--- config.mk ---
export PLATFORM = sky130hd
export DESIGN_NAME = pattern_serializer
export DESIGN_NICKNAME = d
export VERILOG_FILES = /design/src/rtl/pattern_serializer.sv
export SDC_FILE = /design/constraint.sdc
export NUM_CORES = 1
export LEC_CHECK = 0
export ABC_AREA = 1
export ABC_CLOCK_PERIOD_IN_PS = 1400
export CORE_UTILIZATION = 50
export DETAILED_ROUTE_END_ITERATION = 10
export GPL_ROUTABILITY_DRIVEN = 0
export PLACE_DENSITY = 0.8
export SLEW_MARGIN = 15
export SYNTH_ARGS = -nofsm -noshare
export SYNTH_HDL_FRONTEND = slang
export SYNTH_SLANG_ARGS = --single-unit
--- constraint.sdc ---
create_clock -name clock -period 1.4 [get_ports clock]
set_input_delay 0.28 -clock clock [delete_from_list [all_inputs] [get_ports clock]]
set_output_delay 0.28 -clock clock [all_outputs]
set_load 0.01 [all_outputs]
--- src/rtl/pattern_serializer.sv ---
// pattern_serializer: loads a parallel word through a ready/load handshake and
// shifts it out MSB-first, one bit per clock, onto the serial line `o`.
// Optional even-parity trailer bit: define PATTERN_SERIALIZER_PARITY_EN.
module pattern_serializer #(
    parameter int unsigned WIDTH = 10
) (
    input  logic             clock,
    input  logic             reset_n,
    input  logic             load,
    input  logic [WIDTH-1:0] data,
    output logic             ready,
    output logic             o,
    output logic             valid,
    output logic             done
);

    localparam int unsigned   CW       = (WIDTH > 1) ? $clog2(WIDTH) : 1;
    localparam logic [CW-1:0] CNT_LAST = CW'(WIDTH - 1);

    typedef enum logic [1:0] {
        IDLE   = 2'd0,
        SHIFT  = 2'd1
`ifdef PATTERN_SERIALIZER_PARITY_EN
        , PARITY = 2'd2
`endif
    } state_t;

    state_t           state_q, state_d;
    logic [WIDTH-1:0] shift_q, shift_d;
    logic [CW-1:0]    cnt_q,   cnt_d;
    logic             last_bit;

`ifdef PATTERN_SERIALIZER_PARITY_EN
    logic             parity_q, parity_d;
`endif

    assign last_bit = (cnt_q == '0);

    // State, shift register and bit counter; reset discards any frame in flight.
    always_ff @(posedge clock or negedge reset_n) begin
        if (!reset_n) begin
            state_q <= IDLE;
            shift_q <= '0;
            cnt_q   <= '0;
        end else begin
            state_q <= state_d;
            shift_q <= shift_d;
            cnt_q   <= cnt_d;
        end
    end

`ifdef PATTERN_SERIALIZER_PARITY_EN
    // Even parity of the captured word, held for the trailer cycle.
    always_ff @(posedge clock or negedge reset_n) begin
        if (!reset_n) begin
            parity_q <= 1'b0;
        end else begin
            parity_q <= parity_d;
        end
    end
`endif

    // Next-state: advance the frame, then let an accepted load override it.
    always_comb begin
        state_d = state_q;
        shift_d = shift_q;
        cnt_d   = cnt_q;
`ifdef PATTERN_SERIALIZER_PARITY_EN
        parity_d = parity_q;
`endif
        case (state_q)
            IDLE: begin
                state_d = IDLE;
            end
            SHIFT: begin
                shift_d = shift_q << 1;
                if (last_bit) begin
                    cnt_d = '0;
`ifdef PATTERN_SERIALIZER_PARITY_EN
                    state_d = PARITY;
`else
                    state_d = IDLE;
`endif
                end else begin
                    cnt_d = cnt_q - CW'(1);
                end
            end
`ifdef PATTERN_SERIALIZER_PARITY_EN
            PARITY: begin
                state_d = IDLE;
            end
`endif
            default: begin
                state_d = IDLE;
            end
        endcase
        // ready is only high in IDLE or the final cycle of a frame, so this
        // override also gives gapless back-to-back frames.
        if (load && ready) begin
            state_d = SHIFT;
            shift_d = data;
            cnt_d   = CNT_LAST;
`ifdef PATTERN_SERIALIZER_PARITY_EN
            parity_d = ^data;
`endif
        end
    end

    // Outputs decoded from registered state and counter only.
    always_comb begin
        ready = 1'b0;
        o     = 1'b0;
        valid = 1'b0;
        done  = 1'b0;
        case (state_q)
            IDLE: begin
                ready = 1'b1;
            end
            SHIFT: begin
                o     = shift_q[WIDTH-1];
                valid = 1'b1;
`ifndef PATTERN_SERIALIZER_PARITY_EN
                done  = last_bit;
                ready = last_bit;
`endif
            end
`ifdef PATTERN_SERIALIZER_PARITY_EN
            PARITY: begin
                o     = parity_q;
                valid = 1'b1;
                done  = 1'b1;
                ready = 1'b1;
            end
`endif
            default: begin
                ready = 1'b0;
            end
        endcase
    end

endmodule
==> impl_metrics.env, run 1 <==
export IMPL_finalCriticalPeriod_ns=1.44
export IMPL_critical_path_reg2reg_startpoint="cnt_q[0]$_DFFE_PN0P_"
export IMPL_synth_warnings=0
export IMPL_post_route_cell_area_mm2=0.00118
export IMPL_fp_dieArea_mm2=0.00193
export IMPL_maxClockFrequency_ghz=0.694
export IMPL_timing_critical_path_fanout_max=2
export IMPL_finalWorstSetupSlack_ns=-0.0402
export IMPL_worstPathRequired_ns=1.12
export IMPL_peakVddDrop_v=0.00149
export IMPL_n_fill_cell=114
export IMPL_endpoint_kind_of_the_worst_setup_timing_path="output pin"
export IMPL_setup_worst_path_start="cnt_q[0]$_DFFE_PN0P_"
export IMPL_share_of_cells_above_drive_strength_1=0.346
export IMPL_h_tree_depth=1
export IMPL_grt_ovfl_total=0
export IMPL_crit_path_start_kind="flip-flop"
export IMPL_arrival_ns=1.16
export IMPL_rsz0062_at_grt="yes"
export IMPL_clock_latency_late_sink_ns=0.29
export IMPL_chipWidth_um=43.9
export IMPL_floorplan_initialDensity=0.557
export IMPL_synth_top_flop_cell="dfrtp_1"
export IMPL_synth_net_count=120
export IMPL_synth_ff_latch_count=15
export IMPL_drt_first_pass_iters=6
export IMPL_worstMarginPinSlew_ns=0.278
export IMPL_cts_reportedPaths_clkPinSlew_ns=0.09
export IMPL_synth_distinct_cells=18
export IMPL_final_setup_viol_count=1
export IMPL_final_core_utilization=0.749
export IMPL_leakage_uw=0.000604
export IMPL_n_antenna_cell=0
export IMPL_netlist_instances=105
export IMPL_fin_nets=149
export IMPL_via_per_inst=5.12
export IMPL_rows=14
export IMPL_route_detailed_drc=0
export IMPL_hold_path_class="input port to asynchronous set/reset pin"
export IMPL_synth_area_um2=878
export IMPL_synth_top_cells_by_area="dfrtp_1 (43%), nand3_2 (9.1%), nand2_1 (7.7%)"
export IMPL_io_buffer_count=16
export IMPL_yosysTopAreaCell="dfrtp_1"
export IMPL_worstSetupPathType="flip-flop to output pin"
export IMPL_area_growth_syn_to_layout_pct=34.5
export IMPL_failed_checks="negative setup slack"
export IMPL_number_of_global_route_vias_before_repair=724
export IMPL_final_max_slew_viol_count=0
export IMPL_run_status="finished with violations"
export IMPL_synth_async_reset_ratio=1.00
export IMPL_drt_iter0_markers=18
export IMPL_synth_area_per_cell_um2=8.37
export IMPL_die_height_um=43.9
export IMPL_cts_root_buffer_cell="clkbuf_4"
export IMPL_detail_route_wl_per_cell_um=12.6
export IMPL_period_share=1.03
export IMPL_routed_via_count=763
export IMPL_finalHoldViolCount=0
export IMPL_synth_yosys_seq_area_share=0.427
export IMPL_finClkSkew_ns=0.00721
export IMPL_top_area_cell_type_share_of_the_netlist_area=0.427
export IMPL_synth_common_cells="nand2_1 (18), inv_1 (16), dfrtp_1 (15)"
export IMPL_sinks_on_the_clock_net=15
export IMPL_grt_antenna_before_repair=0
export IMPL_final_antenna_net_count=0
export IMPL_p_per_area_mw_per_mm2=1990
export IMPL_synth_edf_count=0
export IMPL_cts_max_path_buffers=2
export IMPL_placement_cell_area_mm2=0.00111
export IMPL_synthMostInstantiatedCell="nand2_1"
export IMPL_relSlewSlack=0.813
export IMPL_groute_usage_overall=0.230
export IMPL_global_route_wire_length_before_repair_um=3190
export IMPL_grt_max_degree=21
export IMPL_cts_inserted_buffers=3
export IMPL_detailed_place_hpwl_um=1260
export IMPL_cap_violations=0
export IMPL_core_region_area_mm2=0.00158
export IMPL_drt_total_wl_um=1880
export IMPL_pin_count=17
export IMPL_clock_tree_from_tritoncts="yes"
==> flip-flops by register name, summed over array words and instances (netlist names) <==
register	cells
shift_q	10
state_q	1
cnt_q	4
==> per-layer routing <==
layer,vias to the layer above,GRT usage,part of all wire
met5,-,0,0
met1,361,0.272,0.41
met2,17,0.406,0.53
met3,5,0.0625,0.049
met4,0,0.0727,0.013
li1,380,-,-
==> final cells by class <==
cell class	count	area (µm²)	share of cell area
flip-flops and latches	15	377	0.319
repair buffers	29	265	0.225
multi-input cells	69	433	0.367
well taps	16	20.0	0.0169
clock buffers	4	26.3	0.0222
inverters	16	60.1	0.0508
==> cells by family after synthesis <==
kind of cell,after synthesis,synth area share
AOI/OAI and AO/OA,4,0.0328
xor gates and xnor gates,1,0.00997
DFF,15,0.427
adders and majority gates,2,0.0285
buffers and inverters,21,0.115
and+or+nand+nor,62,0.386
==> worst max-delay path, stage by stage (launching register included) <==
cell	delay, ns
dfrtp_1	0.40
inv_2	0.09
ha_4	0.13
nand2_4	0.05
nor2_2	0.07
buf_2	0.13
==> stage by stage <==
stage	hold slack [ns]	setup TNS, ns	setup slack [ns]	power, µW	std cells
after floorplan	-0.0156	0	0.171	1570	105
after global placement	0.479	-0.253	-0.141	1930	143
after detailed placement	0.484	-0.497	-0.229	1980	143
after CTS	0.309	-0.0559	-0.0559	2300	149
after global routing	0.316	-0.134	-0.0859	2540	149
final	0.303	-0.0402	-0.0402	2360	149
==> where the power goes <==
group / internal [µW] / switching (µW) / total [µW]
logic: 636 / 717 / 1350
registers: 632 / 118 / 750
clock network: 111 / 141 / 252
total: 1380 / 976 / 2360
==> worst paths after layout <==
check	slack, ns	cells past startpoint	to
min in group clock	0.50	2	shift_q[3]$_DFFE_PN0P_
hold reg to reg	0.50	2	shift_q[3]$_DFFE_PN0P_
max in group asynchronous	0.91	2	state_q[0]$_DFFE_PN0P_
setup reg to reg	0.11	9	cnt_q[3]$_DFFE_PN0P_
hold / removal	0.30	2	cnt_q[2]$_DFFE_PN0P_
setup / recovery	-0.04	5	done
==> what timing repair did <==
item	in CTS	in global routing
endpoints found under the hold margin	0	0
endpoints found under the setup margin	14	14
gates resized for setup	18	6
hold buffers	0	0
pin swaps	2	0
setup buffers	2	0
==> cell usage in the layout (no fill, tap or decap), types with 3 or more instances in the layout <==
cell             Yosys  final
buf_4                0     11
nand2_2              9      9
nor2_1              11     10
nand3_2              8      8
inv_1               16     14
clkdlybuf4s50_1      0     12
nand3_1             12     12
nand2_1             18     17
dfrtp_1             15     14
clkbuf_4             0      3
Power figures use the tool's default switching activity.
==> inputs of run 2 (changes only) <==
--- a/config.mk
+++ b/config.mk
@@ -7,10 +7,12 @@
 export LEC_CHECK = 0
 export ABC_AREA = 1
 export ABC_CLOCK_PERIOD_IN_PS = 1400
-export CORE_UTILIZATION = 50
+export CORE_MARGIN = 5
+export CORE_UTILIZATION = 40
 export DETAILED_ROUTE_END_ITERATION = 10
+export DONT_BUFFER_PORTS = 1
 export GPL_ROUTABILITY_DRIVEN = 0
-export PLACE_DENSITY = 0.8
+export PLACE_DENSITY = 0.57
 export SLEW_MARGIN = 15
 export SYNTH_ARGS = -nofsm -noshare
 export SYNTH_HDL_FRONTEND = slang
==> impl_metrics.env, run 2 (synthesis gave the netlist of run 1 again) <==
export IMPL_timing_setup_tns_ns=0
export IMPL_worstPathRequired_ns=1.12
export IMPL_detail_route_wl_per_cell_um=13.2
export IMPL_peakVddDrop_v=0.000975
export IMPL_top_regs="shift_q (10), cnt_q (4), state_q (1)"
export IMPL_combinationalPowerShare=0.520
export IMPL_clkPwrFrac=0.115
export IMPL_relSlewSlack=0.534
export IMPL_most_common_cell_after_layout_fill_and_taps_aside="nand2_1"
export IMPL_cellInternalPower_uw=1220
export IMPL_regMostFlops="shift_q"
export IMPL_layout_cells_non_filler=141
export IMPL_finalHoldViolCount=0
export IMPL_drt_total_wl_um=1860
export IMPL_rsz0062_at_grt="yes"
export IMPL_power_share_sequential=0.365
export IMPL_route_detailed_drc=0
export IMPL_finalCriticalPeriod_ns=1.37
export IMPL_n_antenna_cell=0
export IMPL_finalWorstSetupSlack_ns=0.0336
export IMPL_cts_root_buffer_cell="clkbuf_4"
export IMPL_maxClockFrequency_ghz=0.732
export IMPL_reg2reg_depth=8
export IMPL_placed_cells=133
export IMPL_grt_max_degree=16
export IMPL_place_ws_ns=0.101
export IMPL_pin_count=17
export IMPL_sinks_on_the_clock_net=15
export IMPL_drt_first_pass_iters=4
export IMPL_chipWidth_um=56.9
export IMPL_run_status="completed"
export IMPL_clock_latency_late_sink_ns=0.28
export IMPL_power_switching_uw=946
export IMPL_number_of_global_route_vias_before_repair=729
export IMPL_final_setup_viol_count=0
export IMPL_h_tree_depth=1
export IMPL_fin_nets=129
export IMPL_proportion_of_total_power_due_to_net_switching=0.438
export IMPL_area_growth_syn_to_layout_pct=14.7
export IMPL_io_buffer_count=0
export IMPL_core_region_area_mm2=0.00215
export IMPL_grt_antenna_before_repair=0
export IMPL_final_antenna_net_count=0
export IMPL_crit_path_start_kind="flip-flop"
export IMPL_worst_hold_slack_ns=0.144
export IMPL_fp_dieArea_mm2=0.00323
export IMPL_die_height_um=56.9
export IMPL_floorplan_initialDensity=0.409
export IMPL_routed_via_count=679
export IMPL_grt_ovfl_total=0
export IMPL_timing_critical_path_fanout_max=3
export IMPL_groute_usage_overall=0.130
export IMPL_leakage_uw=0.000519
export IMPL_worstMarginPinSlew_ns=0.696
export IMPL_final_max_slew_viol_count=0
export IMPL_rows=17
export IMPL_cap_violations=0
export IMPL_hold_critical_path_depth=2
export IMPL_most_common_layout_cells="nand2_1 (18), inv_1 (14), dfrtp_1 (14)"
export IMPL_endpoint_kind_of_the_worst_setup_timing_path="output pin"
export IMPL_clock_tree_from_tritoncts="yes"
export IMPL_arrival_ns=1.09
export IMPL_hold_path_class="input port to flip-flop"
export IMPL_max_ffs_per_register=10
export IMPL_global_route_wire_length_before_repair_um=3240
export IMPL_post_layout_total_power_uw=2160
export IMPL_cts_reportedPaths_clkPinSlew_ns=0.09
export IMPL_worstSetupPathType="flip-flop to output pin"
export IMPL_finClkSkew_ns=0.00450
export IMPL_p_per_area_mw_per_mm2=2150
export IMPL_detailed_place_hpwl_um=1300
export IMPL_drt_iter0_markers=10
export IMPL_share_of_cells_above_drive_strength_1=0.327
export IMPL_cts_inserted_buffers=3
export IMPL_cts_max_path_buffers=2
export IMPL_period_share=0.976
export IMPL_via_per_inst=4.82
[run 2: cell types whose count changed in the layout (fill, tap and decap cells not counted), sizes merged]
cell	delta
nand2	+1
dlygate4sd3	+1
clkdlybuf4s15	-1
clkbuf	-1
clkdlybuf4s50	-12
buf	-8
[run 2: power by group through the flow]
stage	Sequential, µW	Clock, µW	Combinational (µW)
after floorplan	749	0	824
after global placement	762	0	958
after detailed placement	769	0	983
after CTS	786	256	1140
after global routing	812	277	1270
final	789	249	1120
[run 2: per-stage QoR]
stage	instance area, µm²	util
final	1010	0.469
after CTS	1010	0.469
after global routing	1010	0.469
after detailed placement	910	0.423
after global placement	910	0.423
after floorplan	878	-
[run 2: repair_timing]
| item | 4_1_cts | 5_1_grt |
|---|---|---|
| cloned | 1 | 0 |
| pin swaps | 3 | 1 |
| hold endpoints to repair | 15 | 0 |
| gates resized for setup | 9 | 0 |
| hold buffers | 1 | 0 |
| setup endpoints to repair | 2 | 2 |
| setup buffers | 2 | 0 |
[run 2: worst max-delay path, stage by stage (launching register included)]
cell	delay, ns
dfrtp_1	0.40
inv_2	0.08
ha_4	0.14
nand2_4	0.08
nor2_4	0.11
[run 2: per-layer routing]
layer	part of all wire	global-route usage	vias up
met3	0.036	0.0253	2
li1	-	-	342
met2	0.47	0.206	15
met1	0.48	0.173	320
met4	0.0059	0.0497	0
met5	0	0	-
[run 2: final timing paths]
kind | from | end | slack [ns]
hold reg to reg | shift_q[8]$_DFFE_PN0P_ | shift_q[8]$_DFFE_PN0P_ | 0.50
hold / removal | data[0] | shift_q[0]$_DFFE_PN0P_ | 0.14
min in group asynchronous | reset_n | shift_q[4]$_DFFE_PN0P_ | 0.48
max in group asynchronous | reset_n | state_q[0]$_DFFE_PN0P_ | 0.43
setup reg to reg | cnt_q[0]$_DFFE_PN0P_ | cnt_q[3]$_DFFE_PN0P_ | 0.16
setup / recovery | cnt_q[1]$_DFFE_PN0P_ | done | 0.03
[run 2: area by class of cell]
| class | count | area (µm²) |
|---|---|---|
| fillers | 221 | 1140 |
| well taps | 28 | 35.0 |
| repair buffers | 8 | 62.6 |
| multi-input cells | 70 | 447 |
| flip-flops and latches | 15 | 377 |
| clock buffers | 4 | 26.3 |
| inverters | 16 | 60.1 |
